**src/rtl/serial_alu_ext.sv**
```systemverilog
// Bit-serial ALU: one extender/full-adder slice reused over WIDTH cycles, LSB first.
// Produces a WIDTH-bit arithmetic or logic result plus carry/overflow/zero flags.
module serial_alu_ext #(
   parameter int WIDTH = 8
) (
   input  logic             clk,
   input  logic             rst,
   input  logic             start,
   input  logic [WIDTH-1:0] a,
   input  logic [WIDTH-1:0] b,
   input  logic             M,
   input  logic             s1,
   input  logic             s0,
   output logic             busy,
   output logic             done,
   output logic [WIDTH-1:0] result,
   output logic             cout,
   output logic             ovf,
   output logic             zero
);

   // Handshake: start is accepted on a rising edge only while busy=0; busy is high
   // from the following cycle for exactly WIDTH cycles; done pulses for one cycle
   // when result/flags update, and start may be accepted in that same cycle.

   localparam int CW = $clog2(WIDTH);
   localparam logic [CW-1:0] LAST = CW'(WIDTH - 1);

   localparam logic [0:0] IDLE  = 1'b0;
   localparam logic [0:0] SHIFT = 1'b1;

   logic [0:0]       state;
   logic [WIDTH-1:0] a_q;
   logic [WIDTH-1:0] b_q;
   logic [WIDTH-1:0] acc_q;
   logic             m_q;
   logic [1:0]       sel_q;
   logic             carry_q;
   logic [CW-1:0]    cnt_q;

   logic             x_bit;
   logic             b_bit;
   logic             y_bit;
   logic             sum_bit;
   logic             carry_nxt;
   logic             carry_init;
   logic [WIDTH-1:0] acc_nxt;

   // Arithmetic modes start with carry 1 for A-B and A+1, 0 otherwise; logic mode never carries.
   assign carry_init = ~M & (s1 ^ s0);

   // Single extender + full-adder slice operating on the current LSB of the operand shifters.
   always_comb begin
      x_bit     = a_q[0];
      b_bit     = b_q[0];
      y_bit     = 1'b0;
      sum_bit   = 1'b0;
      carry_nxt = 1'b0;
      if (m_q) begin
         case (sel_q)
            2'b00:   sum_bit = x_bit & b_bit;
            2'b01:   sum_bit = x_bit | b_bit;
            2'b10:   sum_bit = x_bit ^ b_bit;
            default: sum_bit = ~x_bit;
         endcase
      end else begin
         case (sel_q)
            2'b00:   y_bit = b_bit;
            2'b01:   y_bit = ~b_bit;
            2'b10:   y_bit = 1'b0;
            default: y_bit = 1'b1;
         endcase
         sum_bit   = x_bit ^ y_bit ^ carry_q;
         carry_nxt = (x_bit & y_bit) | (x_bit & carry_q) | (y_bit & carry_q);
      end
   end

   assign acc_nxt = {sum_bit, acc_q[WIDTH-1:1]};

   always_ff @(posedge clk or posedge rst) begin
      if (rst) begin
         state   <= IDLE;
         a_q     <= '0;
         b_q     <= '0;
         acc_q   <= '0;
         m_q     <= 1'b0;
         sel_q   <= 2'b00;
         carry_q <= 1'b0;
         cnt_q   <= '0;
         busy    <= 1'b0;
         done    <= 1'b0;
         result  <= '0;
         cout    <= 1'b0;
         ovf     <= 1'b0;
         zero    <= 1'b0;
      end else begin
         done <= 1'b0;
         case (state)
            IDLE: begin
               if (start) begin
                  a_q     <= a;
                  b_q     <= b;
                  m_q     <= M;
                  sel_q   <= {s1, s0};
                  carry_q <= carry_init;
                  cnt_q   <= '0;
                  busy    <= 1'b1;
                  state   <= SHIFT;
               end
            end
            SHIFT: begin
               a_q     <= a_q >> 1;
               b_q     <= b_q >> 1;
               acc_q   <= acc_nxt;
               carry_q <= carry_nxt;
               if (cnt_q == LAST) begin
                  // carry_q here is the carry into the MSB, carry_nxt the carry out of it.
                  result <= acc_nxt;
                  cout   <= carry_nxt;
                  ovf    <= carry_q ^ carry_nxt;
                  zero   <= (acc_nxt == '0);
                  done   <= 1'b1;
                  busy   <= 1'b0;
                  cnt_q  <= '0;
                  state  <= IDLE;
               end else begin
                  cnt_q <= cnt_q + 1'b1;
               end
            end
            default: begin
               busy  <= 1'b0;
               state <= IDLE;
            end
         endcase
      end
   end

endmodule

```
**config.mk**
```make
export PLATFORM = sky130hd
export DESIGN_NAME = serial_alu_ext
export DESIGN_NICKNAME = d
export VERILOG_FILES = /design/src/rtl/serial_alu_ext.sv
export SDC_FILE = /design/constraint.sdc
export NUM_CORES = 1
export LEC_CHECK = 0
export ABC_AREA = 1
export ABC_CLOCK_PERIOD_IN_PS = 1670
export BUFFER_PORTS_ARGS = -buffer_cell sky130_fd_sc_hd__buf_2
export CAP_MARGIN = 10
export CORE_AREA = 2 2 73 75
export CTS_BUF_LIST = sky130_fd_sc_hd__clkbuf_4
export DETAILED_ROUTE_END_ITERATION = 12
export DIE_AREA = 0 0 75 77
export HOLD_SLACK_MARGIN = 0.08
export PLACE_DENSITY_LB_ADDON = 0.15
export SLEW_MARGIN = 10
export SYNTH_ARGS = -nofsm -noshare
export SYNTH_HDL_FRONTEND = slang
export SYNTH_SLANG_ARGS = --single-unit
export TNS_END_PERCENT = 30
```
**constraint.sdc**
```tcl
create_clock -name clk -period 1.67 [get_ports clk]
set_input_delay 0.167 -clock clk [delete_from_list [all_inputs] [get_ports clk]]
set_output_delay 0.167 -clock clk [all_outputs]
set_load 0.005 [all_outputs]
```
Word-level counts from Yosys, hierarchy flattened

Cells that the tools add are included.

Register bits: 45
Bits of input ports: 22
Output and inout port bits: 13
Logic and storage cells: 64

Add/subtract/negate cells: 1
Eq/ne operators: 5
Muxes and demuxes: 22
Bitwise gates (word level): 17
Reduce and logical (&&, ||, !) cells: 5

Operators by type and width:

| cell                                           | count |
|---|---|
| case mux 8 bit (2 select lines)                | 2 |
| two-way mux 8 bit                              | 2 |
| two-way mux 1 bit                              | 10 |
| logical NOT 8 bit                              | 1 |
| two-way mux 3 bit                              | 2 |
| case mux 1 bit (2 select lines)                | 3 |
| case mux 1 bit (3 select lines)                | 2 |
| case mux 3 bit (2 select lines)                | 1 |
| AND reduction 2 bit                            | 3 |
| AND 1 bit                                      | 5 |
| bitwise XOR 1 bit                              | 5 |
| inverter 1 bit                                 | 4 |
| adder 3 x 1 -> 3 bit (second input constant)   | 1 |
| == test 3 bit (second input constant)          | 1 |
| bitwise OR 1 bit                               | 3 |
| == test 2 x 1 -> 1 bit (second input constant) | 1 |
| == test 2 bit (second input constant)          | 1 |
| logical NOT 2 bit                              | 1 |
| != test 2 x 1 -> 1 bit (second input constant) | 1 |
| != test 2 bit (second input constant)          | 1 |

Logic depth before layout (Yosys ltp)

Word-level depth: 8
Gate-level depth with buffers: 9
Gate-level depth less buffers: 9

Worst setup path after synthesis

Ideal clock, no wire load.

Kind: register to register
Start: register sel_q[1]
End: register acc_q[7]
Setup time: 117 ps
Arrival: 1357 ps
Required time: 1553 ps
Setup slack: 197 ps
Stages on the path, launching flop included: 9
Buffers on the path: 0
Clock period less this slack: 1473 ps
Cells stage by stage: dfrtp_1 -> nor2_1 -> nor2_1 -> a21oi_1 -> fa_1 -> nand2_1 -> nand2_1 -> nand2_1 -> nand2_1

Cells in the longest elaborated chain, start to end: 6
Elaborated cells on any way between the ends: 9
Those cells by class: eq/ne: 2; mux: 4; bitwise: 2; reduce/logical: 1

Ends and longest elaborated chain:

| element                                     | RTL line | RTL |
|---|---|---|
| start, declared                             | 37       | `logic [1:0] sel_q;` |
| start signal, assigned                      | 104      | `sel_q <= {s1, s0};` |
| == test 2 bit, or another cell as far along | 60, 67   |  |
| case mux 1 bit (3 select lines)             | 67       | `case (sel_q)` |
| two-way mux 1 bit                           | 59       | `if (m_q) begin` |
| bitwise XOR 1 bit (2 in a row)              | 73       | `sum_bit = x_bit ^ y_bit ^ carry_q;` |
| two-way mux 1 bit (*)                       | 59       |  |
| end signal, assigned                        | 114      | `acc_q <= acc_nxt;` |
| end, declared                               | 35       | `logic [WIDTH-1:0] acc_q;` |

Every way passes the cells marked *; elsewhere a longest branch is shown, timed or not. The select of a mux whose other input is x is not followed.
A chain may end at the register's enable or synchronous reset.

Final worst setup path

Ends and elaborated chain as after synthesis.

==> flow_metrics.py <==
metrics = {
    "timing": {
        "worst_slack_ns": 0.164,
        "tightestPinTransition_ns": 0.309,
        "fmax_mhz": 664,
        "rsz0062_at_grt": "no",
        "finalMaxSlewViolations": 0,
        "min_period_ns": 1.51,
        "setup-violations-final": 0,
        "max-slew-margin-rel": 0.794,
        "finalHoldWorstSlack_ns": 0.111,
        "finalHoldViolCount": 0,
        "skew_ns": 0.00626,
        "fin_crit_sh": 0.902,
        "fin_tns_setup_ns": 0,
    },
    "logic_synthesis": {
        "synth_top_cell_by_area": "dfrtp_1",
        "ys_ff_latch": 44,
        "yosysTopAreaCellShare": 0.562,
        "syn_area_mm2": 0.00196,
        "ys_seq_area_frac": 0.562,
        "synthDistinctLibCells": 26,
        "yosysWarnings": 0,
        "avgSynthCellArea_um2": 9.56,
        "synthTopCellsByArea": "dfrtp_1 56%, nand2_1 12%, o21ai_0 5.1%, inv_1 4.0%, o211ai_1 2.7%",
        "synthCells": 205,
        "synth_fp_nets": 232,
    },
    "place": {
        "dp_slack_ns": 0.129,
        "detailedPlacementHpwl_um": 2500,
        "gp_congestion": 0.732,
        "io_buffers": 34,
        "placed_cell_area_mm2": 0.00222,
    },
    "clock_network": {
        "root_buffer": "clkbuf_4",
        "cts_buffers": 5,
        "cts_setup_buffers": 0,
        "cts_tree": "done",
        "path_clk_slew_ns": 0.12,
        "cts_buffer_depth": 2,
        "htreeDepth": 2,
        "cts_sinks": 44,
        "insertion_delay_ns": 0.34,
    },
    "min_path": {
        "hold_depth": 3,
        "min_path_type": "in2reg",
    },
    "power": {
        "powerDensity_mw_per_mm2": 1490,
        "p_total_mw": 3.68,
        "p_leak_nw": 1.22,
        "ir_drop_uv": 620,
    },
    "grt": {
        "grt-ovfl-total": 0,
        "antenna_found_initial": 0,
        "grt_pass1_vias": 1485,
        "track_usage": 0.148,
        "grt_pass1_wl_um": 6580,
        "grt_max_degree": 45,
    },
    "setup_path": {
        "arrival_ns": 1.75,
        "crit_path_end_kind": "register",
        "startpoint_type": "register",
        "ff2ff_path_depth": 8,
        "criticalPathCategory": "reg2reg",
        "cp.required_ns": 1.92,
        "cp_max_fo": 5,
    },
    "finish": {
        "final_area_mm2": 0.00246,
        "nets": 288,
        "layout_common_cells": "64 x nand2_1, 44 x dfrtp_1, 34 x buf_2",
        "drive_gt1_frac": 0.210,
        "area_growth_pct": 25.7,
        "layout_commonest_cell": "nand2_1",
        "antenna_cells": 0,
    },
    "route": {
        "drc": 0,
        "firstDrtPassIters": 4,
        "wl_per_cell_um": 11.2,
        "wl_um": 3710,
        "route.vias.total": 1517,
        "drtAntennaViolNets": 0,
        "viasPerCell": 4.57,
        "drt_iter0_markers": 138,
    },
    "die": {
        "die_h_um": 77,
        "die_width_um": 75,
        "rows": 26,
        "boundaryPins": 35,
        "dieArea_mm2": 0.00578,
        "core_mm2": 0.00498,
        "initial_core_util": 0.394,
    },
    "run": {
        "drv_cap": 0,
    },
    "status": {
        "status": "finished, final reports clean",
    },
}
## layout make-up
type / count / area, um^2
tap: 70 / 87.6
multi-input combinational: 130 / 714
sequential: 44 / 1100
clock buffer: 7 / 52.6
clock inverter: 1 / 3.75
inverter: 25 / 106
fill: 495 / 2510
timing repair buffer: 55 / 398
## what timing repair did
action                                 in CTS  in global routing
hold buffers                               18                  0
resized for setup                           0                  2
setup endpoints to repair                   0                  2
endpoints found under the hold margin      61                  0
## registers in the layout, summed over array words and instances (netlist names), 2 cells and up
register and flops:
cnt_q 3, b_q 8, a_q 8, acc_q 7, sel_q 2, result 8
## critical path, stage by stage, from the launching register on
cell and delay (ns):
dfrtp_1 0.44, nor2_2 0.13, nor2_1 0.05, a21oi_2 0.12, fa_1 0.41, nand2_1 0.09, nand2_1 0.07, nand2_1 0.06
nand2_1 0.04
## final timing paths
check                          from        end  slack (ns)
hold reg to reg                zero       zero        0.48
setup reg to reg           sel_q[1]   acc_q[7]        0.16
max in group asynchronous       rst     a_q[7]        1.08
setup / recovery           sel_q[1]   acc_q[7]        0.16
min in group asynchronous       rst  result[4]        0.38
hold / removal                   s0   sel_q[0]        0.11
## metrics by stage
stage          cells  utilization
2_1_floorplan    205            -
3_3_place_gp     306        0.446
3_5_place_dp     306        0.446
4_1_cts          332        0.494
5_1_grt          332        0.495
6_report         332        0.495
## power breakdown
part           switching, mW  internal [mW]
clock network          0.315          0.195
registers              0.256           1.51
logic                  0.790          0.612
## cell usage after synthesis
| master | count |
|---|---|
| nand3_1 | 8 |
| inv_1 | 21 |
| a22o_1 | 4 |
| inv_6 | 1 |
| o211ai_1 | 7 |
| nand2_2 | 1 |
| buf_4 | 1 |
| dfrtp_1 | 44 |
| fa_1 | 1 |
| nand2_1 | 64 |
| o21a_1 | 1 |
| nor2_1 | 9 |
| nand2_8 | 2 |
| a21oi_1 | 2 |
| o31ai_1 | 1 |
| clkinv_4 | 1 |
| nor2_8 | 1 |
| xor2_1 | 1 |
| o21ai_0 | 20 |
| buf_6 | 2 |
| ha_1 | 4 |
| buf_2 | 3 |
| inv_4 | 1 |
| o221ai_1 | 3 |
| nor3_2 | 1 |
| inv_2 | 1 |
## per-layer routing
layer | track usage | wire (um)
met5 | 0 | 0
met4 | 0.0536 | 60
met3 | 0.0381 | 167
met2 | 0.240 | 1730
met1 | 0.187 | 1750
## cells by family after synthesis
family                     count (synthesis)  share of synthesized area
adders and majority gates                  5                     0.0357
AOI/OAI and AO/OA                         38                      0.122
DFF                                       44                      0.562
buffers and inverters                     31                     0.0772
and+or+nand+nor                           86                      0.199
xor gates and xnor gates                   1                    0.00447
Power figures use the tool's default switching activity.
